<file path="config.mk">
export PLATFORM = sky130hd
export DESIGN_NAME = camera_capture_win
export DESIGN_NICKNAME = d
export VERILOG_FILES = /design/src/rtl/camera_capture_win.sv
export SDC_FILE = /design/constraint.sdc
export NUM_CORES = 1
export LEC_CHECK = 0
export BUFFER_PORTS_ARGS = -buffer_cell sky130_fd_sc_hd__buf_2
export CORE_MARGIN = 2
export CORE_UTILIZATION = 40
export DETAILED_ROUTE_END_ITERATION = 16
export SKIP_CTS_REPAIR_TIMING = 1
export SYNTH_ARGS = -nofsm -noshare
export SYNTH_HDL_FRONTEND = slang
export SYNTH_SLANG_ARGS = --single-unit
</file>
<file path="constraint.sdc">
create_clock -name PIXCLK -period 4.1 [get_ports PIXCLK]
set_input_delay 0.205 -clock PIXCLK [delete_from_list [all_inputs] [get_ports PIXCLK]]
set_output_delay 0.205 -clock PIXCLK [all_outputs]
set_load 0.02 [all_outputs]
</file>
<file path="src/rtl/camera_capture_win.sv">
// camera_capture_win: pixel capture front end for a parallel CMOS sensor with a per-frame crop window.
// Define CAMERA_CAPTURE_DECIM_EN to add the DECIM input (2x2 decimation latched at frame start).
module camera_capture_win #(
  parameter int H   = 752,
  parameter int V   = 480,
  parameter int DW  = 10,
  parameter int FCW = 8
) (
  input  logic                 PIXCLK,
  input  logic                 RST,
  input  logic                 LINE_VALID,
  input  logic                 FRAME_VALID,
  input  logic [DW-1:0]        DATA_IN,
  input  logic [$clog2(H)-1:0] WIN_X0,
  input  logic [$clog2(H)-1:0] WIN_X1,
  input  logic [$clog2(V)-1:0] WIN_Y0,
  input  logic [$clog2(V)-1:0] WIN_Y1,
`ifdef CAMERA_CAPTURE_DECIM_EN
  input  logic                 DECIM,
`endif
  output logic [DW-1:0]        DATA_OUT,
  output logic                 PIXEL_VALID,
  output logic [$clog2(H)-1:0] COLUMN,
  output logic [$clog2(V)-1:0] ROW,
  output logic                 SOF,
  output logic                 EOL,
  output logic                 EOF,
  output logic [FCW-1:0]       FRAME_COUNT,
  output logic                 OVERRUN
);

  localparam int CW = $clog2(H);
  localparam int RW = $clog2(V);
  localparam logic [CW-1:0] COL_MAX = CW'(H - 1);
  localparam logic [RW-1:0] ROW_MAX = RW'(V - 1);

  typedef enum logic [1:0] {SYNC, WAIT_FRAME, ACTIVE} state_t;

  state_t         state, state_nxt;
  logic           fv_q, lv_q;
  logic [CW-1:0]  col_cnt, col_cnt_nxt, cur_col, eol_col;
  logic [RW-1:0]  row_cnt, row_cnt_nxt;
  logic [CW-1:0]  x0, x1, x0_nxt, x1_nxt;
  logic [RW-1:0]  y0, y1, y0_nxt, y1_nxt;
  logic           sof_armed, sof_armed_nxt;
  logic           col_sat, col_sat_nxt, row_sat, row_sat_nxt;
  logic           sat_repeat, in_win;
  logic           pv_nxt, sof_nxt, eol_nxt, eof_nxt, ovr_nxt;
  logic [FCW-1:0] fc_nxt;
  logic [CW-1:0]  column_nxt;
  logic [RW-1:0]  row_out_nxt;
`ifdef CAMERA_CAPTURE_DECIM_EN
  logic           decim_q, decim_nxt;
`endif

  always_comb begin
    state_nxt     = state;
    col_cnt_nxt   = col_cnt;
    row_cnt_nxt   = row_cnt;
    x0_nxt        = x0;
    x1_nxt        = x1;
    y0_nxt        = y0;
    y1_nxt        = y1;
    sof_armed_nxt = sof_armed;
    col_sat_nxt   = col_sat;
    row_sat_nxt   = row_sat;
    pv_nxt        = 1'b0;
    sof_nxt       = 1'b0;
    eol_nxt       = 1'b0;
    eof_nxt       = 1'b0;
    ovr_nxt       = 1'b0;
    fc_nxt        = FRAME_COUNT;
    column_nxt    = COLUMN;
    row_out_nxt   = ROW;
    cur_col       = '0;
    sat_repeat    = 1'b0;
    in_win        = 1'b0;
`ifdef CAMERA_CAPTURE_DECIM_EN
    decim_nxt     = decim_q;
    eol_col       = decim_q ? {x1[CW-1:1], 1'b0} : x1;
`else
    eol_col       = x1;
`endif
    unique case (state)
      SYNC: begin
        if (!FRAME_VALID) state_nxt = WAIT_FRAME;
      end
      WAIT_FRAME: begin
        if (FRAME_VALID && !fv_q) begin
          x0_nxt        = WIN_X0;
          x1_nxt        = WIN_X1;
          y0_nxt        = WIN_Y0;
          y1_nxt        = WIN_Y1;
`ifdef CAMERA_CAPTURE_DECIM_EN
          decim_nxt     = DECIM;
`endif
          col_cnt_nxt   = '0;
          row_cnt_nxt   = '0;
          column_nxt    = '0;
          row_out_nxt   = '0;
          sof_armed_nxt = 1'b1;
          col_sat_nxt   = 1'b0;
          row_sat_nxt   = 1'b0;
          state_nxt     = ACTIVE;
        end
      end
      ACTIVE: begin
        // Frame end wins over an open line: a truncated line does not advance the row.
        if (!FRAME_VALID) begin
          eof_nxt   = 1'b1;
          fc_nxt    = FRAME_COUNT + 1'b1;
          state_nxt = WAIT_FRAME;
        end else if (LINE_VALID) begin
          if (!lv_q) begin
            cur_col     = '0;
            col_sat_nxt = 1'b0;
          end else if (col_cnt == COL_MAX) begin
            cur_col    = COL_MAX;
            sat_repeat = 1'b1;
            if (!col_sat) begin
              ovr_nxt     = 1'b1;
              col_sat_nxt = 1'b1;
            end
          end else begin
            cur_col = col_cnt + 1'b1;
          end
          col_cnt_nxt = cur_col;
          in_win = (cur_col >= x0) && (cur_col <= x1) && (row_cnt >= y0) && (row_cnt <= y1);
`ifdef CAMERA_CAPTURE_DECIM_EN
          if (decim_q) in_win = in_win && !cur_col[0] && !row_cnt[0];
`endif
          pv_nxt      = in_win;
          eol_nxt     = in_win && (cur_col == eol_col) && !sat_repeat;
          sof_nxt     = in_win && sof_armed;
          if (in_win) sof_armed_nxt = 1'b0;
          column_nxt  = cur_col;
          row_out_nxt = row_cnt;
        end else if (lv_q) begin
          if (row_cnt == ROW_MAX) begin
            if (!row_sat) begin
              ovr_nxt     = 1'b1;
              row_sat_nxt = 1'b1;
            end
          end else begin
            row_cnt_nxt = row_cnt + 1'b1;
          end
        end
      end
      default: state_nxt = SYNC;
    endcase
  end

  // Every output is registered, so inputs sampled at one edge appear right after it.
  always_ff @(posedge PIXCLK or posedge RST) begin
    if (RST) begin
      state       <= SYNC;
      fv_q        <= 1'b0;
      lv_q        <= 1'b0;
      col_cnt     <= '0;
      row_cnt     <= '0;
      x0          <= '0;
      x1          <= '0;
      y0          <= '0;
      y1          <= '0;
      sof_armed   <= 1'b0;
      col_sat     <= 1'b0;
      row_sat     <= 1'b0;
`ifdef CAMERA_CAPTURE_DECIM_EN
      decim_q     <= 1'b0;
`endif
      DATA_OUT    <= '0;
      PIXEL_VALID <= 1'b0;
      COLUMN      <= '0;
      ROW         <= '0;
      SOF         <= 1'b0;
      EOL         <= 1'b0;
      EOF         <= 1'b0;
      FRAME_COUNT <= '0;
      OVERRUN     <= 1'b0;
    end else begin
      state       <= state_nxt;
      fv_q        <= FRAME_VALID;
      lv_q        <= LINE_VALID;
      col_cnt     <= col_cnt_nxt;
      row_cnt     <= row_cnt_nxt;
      x0          <= x0_nxt;
      x1          <= x1_nxt;
      y0          <= y0_nxt;
      y1          <= y1_nxt;
      sof_armed   <= sof_armed_nxt;
      col_sat     <= col_sat_nxt;
      row_sat     <= row_sat_nxt;
`ifdef CAMERA_CAPTURE_DECIM_EN
      decim_q     <= decim_nxt;
`endif
      DATA_OUT    <= DATA_IN;
      PIXEL_VALID <= pv_nxt;
      COLUMN      <= column_nxt;
      ROW         <= row_out_nxt;
      SOF         <= sof_nxt;
      EOL         <= eol_nxt;
      EOF         <= eof_nxt;
      FRAME_COUNT <= fc_nxt;
      OVERRUN     <= ovr_nxt;
    end
  end

endmodule

</file>
==> results of run 1 <==
[placed cells by master, fill, tap and decap left out, drive strengths merged, types with 3 or more instances in the layout]
| cell type | synthesis | routed |
|---|---|---|
| a21oi | 11 | 11 |
| nand4 | 9 | 9 |
| xor2 | 12 | 12 |
| nand2b | 3 | 3 |
| a21o | 3 | 3 |
| and2 | 7 | 7 |
| ha | 41 | 41 |
| dfrtp | 96 | 96 |
| and3 | 5 | 5 |
| nand2 | 82 | 82 |
| dlygate4sd3 | 0 | 10 |
| nand3 | 25 | 25 |
| a211oi | 4 | 4 |
| nor2b | 5 | 5 |
| xnor2 | 8 | 8 |
| clkbuf | 8 | 11 |
| inv | 42 | 42 |
| bufinv | 0 | 3 |
| buf | 9 | 95 |
| nor2 | 24 | 24 |
| o21a | 4 | 4 |
| o21ai | 49 | 49 |
| a22o | 5 | 5 |
[flip-flops by register name (all words and copies together) (netlist names), 2 cells and up]
signal	count
eol_col	10
y1	9
row_cnt	9
ROW	9
x0	10
col_cnt	10
state	2
y0	9
FRAME_COUNT	8
DATA_OUT	10
[critical path, delay by kind of cell, from the launching register on]
family / cells / cell delay [ns]
flops: 1 / 0.41
simple gates: 6 / 1.23
fa+ha+maj: 2 / 0.54
compound gates: 4 / 0.97
[per-stage QoR]
stage / instance area (sq um) / hold WS, ns
2_1_floorplan: 4730 / 0.236
3_3_place_gp: 5320 / 0.313
3_5_place_dp: 5320 / 0.314
4_1_cts: 5670 / -0.0535
5_1_grt: 5770 / 0.0357
6_report: 5770 / 0.0168
[cells by family (layout without fill, tap and decap cells)]
kind of cell | count (synthesis) | count (layout)
xor gates and xnor gates | 20 | 20
adders and majority gates | 41 | 41
buffers and inverters | 59 | 163
AOI/OAI and AO/OA | 94 | 94
muxes | 1 | 1
DFF | 96 | 96
and+or+nand+nor | 170 | 170
[cell type report]
type | instances | area, sq um | share of cell area
clock buffers | 11 | 243 | 0.0421
clock inverters | 5 | 104 | 0.0180
inverters | 42 | 160 | 0.0278
multi-input cells | 326 | 2100 | 0.364
flip-flops and latches | 96 | 2400 | 0.417
well taps | 143 | 179 | 0.0310
repair buffers | 105 | 581 | 0.101
[report_power, final]
group | internal, mW | total, mW | switching (mW)
Clock | 0.613 | 0.977 | 0.363
Sequential | 1.06 | 1.11 | 0.0487
Combinational | 0.156 | 0.398 | 0.243
Total | 1.83 | 2.48 | 0.655
[worst paths after layout]
kind | cells after the start | endpoint | slack [ns] | start
setup / recovery | 12 | sof_armed$_DFFE_PP0P_ | 0.78 | col_cnt[0]$_DFFE_PP0P_
hold / removal | 2 | y1[6]$_DFFE_PP0P_ | 0.02 | RST
setup reg to reg | 12 | sof_armed$_DFFE_PP0P_ | 0.78 | col_cnt[0]$_DFFE_PP0P_
hold reg to reg | 1 | FRAME_COUNT[7]$_DFFE_PP0P_ | 0.47 | FRAME_COUNT[7]$_DFFE_PP0P_
max in group asynchronous | 3 | state[1]$_DFFE_PP0P_ | 3.18 | RST
min in group PIXCLK | 1 | lv_q$_DFF_PP0_ | 0.04 | LINE_VALID
[routing by layer]
metal / vias to the layer above / wire length, microns / GRT usage
li1: 1838 / - / -
met1: 1706 / 4870 / 0.239
met2: 87 / 4800 / 0.267
met3: 24 / 392 / 0.0300
met4: 0 / 352 / 0.0902
met5: - / 0 / 0
==> results.toml, run 1 <==
[sta]
post-route-min-period_ns = 3.32
finalSetupViolCount = 0
worstMarginPinSlew_ns = 0.992
maxSlewViolCount = 0
fin_crit_sh = 0.809
timing.final.ws_setup_ns = 0.782
rsz0062_at_grt = "false"
maxSlewHeadroom = 0.339
fin_tns_setup_ns = 0
hold_violations = 0
clock.fmax_mhz = 301
clock-skew-final_ns = 0.00575

[synth]
syn_nets = 574
yosysTopAreaCell = "dfrtp_1"
synth_area_leaders = "dfrtp_1, ha_1, nand2_1, o21ai_0, inv_1"
synthFlopType = "dfrtp_1"
synthArstFlopShare = 1.00
postSynthCellCount = 481
synth-adder-area-share = 0.108
yosys.area_share.xor_xnor = 0.0370
synth_top_family_by_area = "simple AND/OR/NAND/NOR gates"
synth_compound_area_frac = 0.128
syn-cell-area_sq_mm = 0.00473
synth_common_cells = "dfrtp_1, nand2_1, o21ai_0"
synth_top_area_frac = 0.508
seq_area_frac_synth = 0.508
yosysUniqueCellTypes = 47
ys_ff_latch = 96
synth_edf_count = 0
synthMuxAreaShare = 0.00238
ys.warnings.count = 0
postSynthAreaPerCell_sq_um = 9.84
yosysMostFrequentCell = "dfrtp_1"
yosys.area_share.simple = 0.168

[die]
die-height_microns = 113
start_util = 0.413
coreArea_sq_mm = 0.0115
die_x_microns = 113
die_area_sq_mm = 0.0127
ioPinCount = 94
row_count = 39

[worst_setup_path]
worstPathRequired_ns = 4.29
critical_path_class = "reg -> reg"
path_cells = "ha_1 > nand3_1 > nor2_1 > and3_1 > nor2_1 > and2_1 > ha_1 > and2_0 > a221o_1 > a2111oi_2 > o2111a_2 > o21ai_0"
cp_max_fo = 10
critical_path_arrival_ns = 3.51
cpPeakStageDelay_ns = 0.41
cp_slowest_cell = "dfrtp_1"
critPathLaunchType = "flop"
worstSetupEndpointType = "flop"

[clock_tree]
clkTransAtPathRegs_ns = 0.07
clock-sinks = 96
tritoncts = "yes"
clock_latency_ns = 0.35
cts_buffers = 9
htree_levels = 3
cts_buffer_depth = 2
ctsRootBufferMaster = "clkbuf_16"

[global_route]
first_global_vias = 3599
grt_max_degree = 67
antenna_found_initial = 0
grt_pass1_wl_mm = 17.5
grt_overflow = 0
grt_use_total = 0.174

[route]
detail-route-antenna-nets = 0
first_pass_iters = 4
via_per_inst = 5.02
num_vias = 3655
wl_per_cell_microns = 14.3
drt-initial-drc-count = 186
drt-total-wl_mm = 10.4
drc = 0

[cells_and_area]
num-fill-cells = 1080
diodes = 0
final_util = 0.503
drive_above_1_share = 0.209
area_growth_pct = 21.9
num-nets-final = 673
fin_cells = 728

[place]
detailed_place_hpwl_mm = 7.37
gp_routability_congestion = 0.913
dp_cells = 702
port_buffers = 93
pre_cts_ws_ns = 0.802

[job]
max-cap-violations = 0

[run_status]
status = "finished clean"

[power_and_ir_drop]
power_leakage_nw = 2.96
peakVddDrop_v = 0.000239
p_per_area_mw_per_mm2 = 431
power_mw = 2.48

[min_path]
min_path_type = "in -> async"
Power figures use the tool's default switching activity.
==> run 2, diff against run 1 <==
clock period = 3.1 ns   (was 4.1 ns; I/O delays follow)
==> run 2 against run 1 <==
Effect of this change:
- via count grew 1.5%
- cell count rose by 1.4%
- power increased by 35%
- utilization grew 1.2 points
- critical path type unchanged
- maximum frequency grew 16%
- clock skew shrank 0.0010 ns
- highest routed layer unchanged
==> results.toml, run 2 (synthesis results as in run 1) <==
[sta]
clock.fmax_mhz = 349
clock-skew-final_ns = 0.00473
timing.final.ws_setup_ns = 0.231
maxSlewViolCount = 0
maxSlewHeadroom = 0.351
worstMarginPinSlew_ns = 0.973
hold_violations = 0
post-route-min-period_ns = 2.87
rsz0062_at_grt = "false"
finalSetupViolCount = 0
fin_crit_sh = 0.925

[clock_tree]
cts_buffer_depth = 2
tritoncts = "yes"
ctsRootBufferMaster = "clkbuf_16"
cts_buffers = 9
clock_latency_ns = 0.35
clock-sinks = 96
clkTransAtPathRegs_ns = 0.07
htree_levels = 3

[place]
placed_area_sq_mm = 0.00539
port_buffers = 93
pre_cts_ws_ns = -0.0252
dp_cells = 710
detailed_place_hpwl_mm = 7.71
gp_routability_congestion = 0.823

[job]
max-cap-violations = 0

[global_route]
grt_max_degree = 82
grt_pass1_wl_mm = 17.6
grt_use_total = 0.175
first_global_vias = 3591
antenna_found_initial = 0
grt_overflow = 0

[cells_and_area]
layout_commonest_cell = "dfrtp_1"
final_util = 0.515
finalInstanceArea_sq_mm = 0.00590
area_growth_pct = 24.7
num-fill-cells = 1063
drive_above_1_share = 0.229
num-nets-final = 683
final_cell_mix = "dfrtp_1, buf_2, nand2_1, o21ai_0, inv_1"
diodes = 0
fin_cells = 738

[route]
detail-route-antenna-nets = 0
first_pass_iters = 4
drt-initial-drc-count = 147
drc = 0
num_vias = 3710
via_per_inst = 5.03
wl_per_cell_microns = 14.1
drt-total-wl_mm = 10.4

[power_and_ir_drop]
p_per_area_mw_per_mm2 = 569
peakVddDrop_v = 0.000465
power_mw = 3.36
power_leakage_nw = 3.02

[worst_setup_path]
critPathLaunchType = "flop"
worstPathRequired_ns = 3.32
worstSetupEndpointType = "flop"
critical_path_class = "reg -> reg"
critical_path_arrival_ns = 3.09
cp_max_fo = 5

[die]
ioPinCount = 94
die-height_microns = 113
die_area_sq_mm = 0.0127
die_x_microns = 113
start_util = 0.413
row_count = 39
coreArea_sq_mm = 0.0115

[min_path]
min_path_type = "in -> reg"

[run_status]
status = "finished clean"
-- run 2: through the flow --
step / hold slack (ns) / setup TNS (ns)
2_1_floorplan: 0.186 / 0
3_3_place_gp: 0.263 / 0
3_5_place_dp: 0.265 / -0.0252
4_1_cts: -0.103 / -0.0600
5_1_grt: 0.00614 / 0
6_report: 0.00233 / 0
-- run 2: worst paths after layout --
check / startpoint / end / slack [ns] / depth (start not counted)
min in group asynchronous: RST / DATA_OUT[9]$_DFF_PP0_ / 0.03 / 2
worst min register to register: FRAME_COUNT[7]$_DFFE_PP0P_ / FRAME_COUNT[7]$_DFFE_PP0P_ / 0.47 / 1
max in group asynchronous: RST / fv_q$_DFF_PP0_ / 2.25 / 3
worst max register to register: col_cnt[0]$_DFFE_PP0P_ / sof_armed$_DFFE_PP0P_ / 0.23 / 12
worst max-delay path: col_cnt[0]$_DFFE_PP0P_ / sof_armed$_DFFE_PP0P_ / 0.23 / 12
worst min-delay path: WIN_Y1[0] / y1[0]$_DFFE_PP0P_ / 0.002 / 3
-- run 2: critical path, stage by stage (launching register included) --
cell and delay, ns:
dfrtp_2 0.36, ha_2 0.22, nand3_2 0.13, nor2_2 0.15
and3_4 0.23, nor2_1 0.07, and2_1 0.18, ha_1 0.28
and2_0 0.19, a221o_1 0.32, a2111oi_2 0.30, o2111a_2 0.24
o21ai_0 0.07
-- run 2: layout make-up --
| type | count | area [sq um] | area share |
|---|---|---|---|
| Inverter | 42 | 160 | 0.0271 |
| Tap cell | 143 | 179 | 0.0303 |
| Sequential cell | 96 | 2400 | 0.407 |
| Multi-Input combinational cell | 326 | 2120 | 0.359 |
| Clock buffer | 11 | 243 | 0.0411 |
| Timing Repair Buffer | 115 | 673 | 0.114 |
| Clock inverter | 5 | 128 | 0.0216 |
-- run 2: layer usage --
| layer | global-route usage | wire length, microns |
|---|---|---|
| met2 | 0.281 | 5050 |
| met3 | 0.0525 | 540 |
| met1 | 0.227 | 4610 |
| met5 | 0 | 0 |
| met4 | 0.0577 | 220 |
-- run 2: power breakdown --
group / leakage (nW) / internal (mW) / switching, mW / total (mW)
combinational: 1.61 / 0.213 / 0.322 / 0.535
clock: 0.176 / 0.892 / 0.467 / 1.36
sequential: 1.24 / 1.40 / 0.0617 / 1.46
==> run 3, diff against run 2 <==
clock period = 3.25 ns   (was 3.1 ns; I/O delays follow)
==> run 3 against run 2 <==
Effect of this change:
- die area unchanged
- global-route usage up 0.39 points
- register-to-register slack about the same
- via count up 0.13%
- critical endpoint is now SOF$_DFF_PP0_
==> results.toml, run 3 (synthesis results as in run 1) <==
[die]
die_area_sq_mm = 0.0127
row_count = 39
die-height_microns = 113
die_x_microns = 113
coreArea_sq_mm = 0.0115
ioPinCount = 94
start_util = 0.413

[sta]
clock-skew-final_ns = 0.00725
clock.fmax_mhz = 333
rsz0062_at_grt = "false"
post-route-min-period_ns = 3.01
hold_violations = 0
fin_tns_setup_ns = 0
worstMarginPinSlew_ns = 0.517
finalSetupViolCount = 0
fin_crit_sh = 0.925
maxSlewHeadroom = 0.655
maxSlewViolCount = 0

[place]
dp_cells = 709
placed_area_sq_mm = 0.00537
detailed_place_hpwl_mm = 7.78
port_buffers = 93
gp_routability_congestion = 0.896

[cells_and_area]
finalInstanceArea_sq_mm = 0.00582
layout_commonest_cell = "dfrtp_1"
area_growth_pct = 23.1
diodes = 0
fin_cells = 736
num-nets-final = 682
final_util = 0.508
final_cell_mix = "dfrtp_1, buf_2, nand2_1, o21ai_0, inv_1"
drive_above_1_share = 0.221

[worst_setup_path]
path_cells = "ha_2 > nand3_1 > nor2_2 > and3_4 > nor2_1 > and2_1 > ha_1 > and2_0 > a221o_1 > a2111oi_2 > o2111a_2 > and2_1"
cp_max_fo = 5
crit_top_cell = "and2_1"
critical_path_class = "reg -> reg"
worstPathRequired_ns = 3.54
worstSetupEndpointType = "flop"
cpPeakStageDelay_ns = 0.40
critical_path_arrival_ns = 3.29
cp_slowest_cell = "dfrtp_1"
critPathLaunchType = "flop"

[power_and_ir_drop]
p_per_area_mw_per_mm2 = 525
p_switching_uw = 808
clock_power_share = 0.377
swShare = 0.264
power_mw = 3.06
seqPwrFrac = 0.457
p_comb_frac = 0.166
power_leakage_nw = 2.99
p_int_mw = 2.25
peakVddDrop_v = 0.000306

[clock_tree]
cts_buffer_depth = 2
htree_levels = 3
tritoncts = "yes"
clock-sinks = 96
clock_latency_ns = 0.35
ctsRootBufferMaster = "clkbuf_16"
clkTransAtPathRegs_ns = 0.07
cts_buffers = 9

[global_route]
grt_max_degree = 36
grt_pass1_wl_mm = 18.0
grt_use_total = 0.179
first_global_vias = 3729
grt_overflow = 0
antenna_found_initial = 0

[route]
drt-initial-drc-count = 172
wl_per_cell_microns = 14.4
detail-route-antenna-nets = 0
num_vias = 3715
drt-total-wl_mm = 10.6
drc = 0
first_pass_iters = 4
via_per_inst = 5.05

[min_path]
min_path_type = "in -> reg"

[job]
max-cap-violations = 0

[run_status]
status = "finished clean"
==> run 3: final cells by class <==
class,instances,area (sq um)
fill,1099,5640
clock buffer,12,256
multi-input combinational,326,2110
clock inverter,3,65.1
tap,143,179
timing repair buffer,114,653
inverter,42,160
sequential,96,2400
==> run 3: power by group through the flow <==
stage                     combinational (mW)  clock [mW]  sequential (mW)
final                                  0.507        1.15             1.40
after global routing                   0.588        1.24             1.42
after CTS                              0.505        1.18             1.40
after detailed placement               0.500           0             1.42
after global placement                 0.484           0             1.42
after floorplan                        0.315           0             1.44
==> run 3: worst max-delay path: cells and delay by family, from the launching register on <==
| kind | cells | cell delay, ns |
|---|---|---|
| and+or+nand+nor | 7 | 1.10 |
| AOI/OAI and AO/OA | 3 | 0.95 |
| adders and majority gates | 2 | 0.50 |
| DFF | 1 | 0.40 |
==> run 3: per-layer routing <==
| layer | wire length [microns] | track usage | part of all wire |
|---|---|---|---|
| met1 | 4780 | 0.237 | 0.45 |
| met5 | 0 | 0 | 0 |
| met2 | 5190 | 0.292 | 0.49 |
| met3 | 480 | 0.0337 | 0.045 |
| met4 | 184 | 0.0683 | 0.017 |
==> run 3: final timing paths <==
check                      slack, ns                         end                        from  depth (start not counted)
max                             0.24               SOF$_DFF_PP0_      col_cnt[1]$_DFFE_PP0P_                         12
min                            0.007           y0[0]$_DFFE_PP0P_                   WIN_Y0[0]                          3
max reg2reg                     0.24               SOF$_DFF_PP0_      col_cnt[1]$_DFFE_PP0P_                         12
min reg2reg                     0.49  FRAME_COUNT[7]$_DFFE_PP0P_  FRAME_COUNT[7]$_DFFE_PP0P_                          1
max in group asynchronous       2.10           x0[8]$_DFFE_PP0P_                         RST                          4
min in group asynchronous       0.36           y1[4]$_DFFE_PP0P_                         RST                          3
==> run 3: stage by stage <==
step / worst slack, ns / hold WS [ns]
after global placement: 0.267 / 0.200
after CTS: 0.0650 / -0.169
final: 0.243 / 0.00750
after global routing: 0.00791 / 0.0145
after floorplan: 0.141 / 0.194
after detailed placement: 0.0939 / 0.207
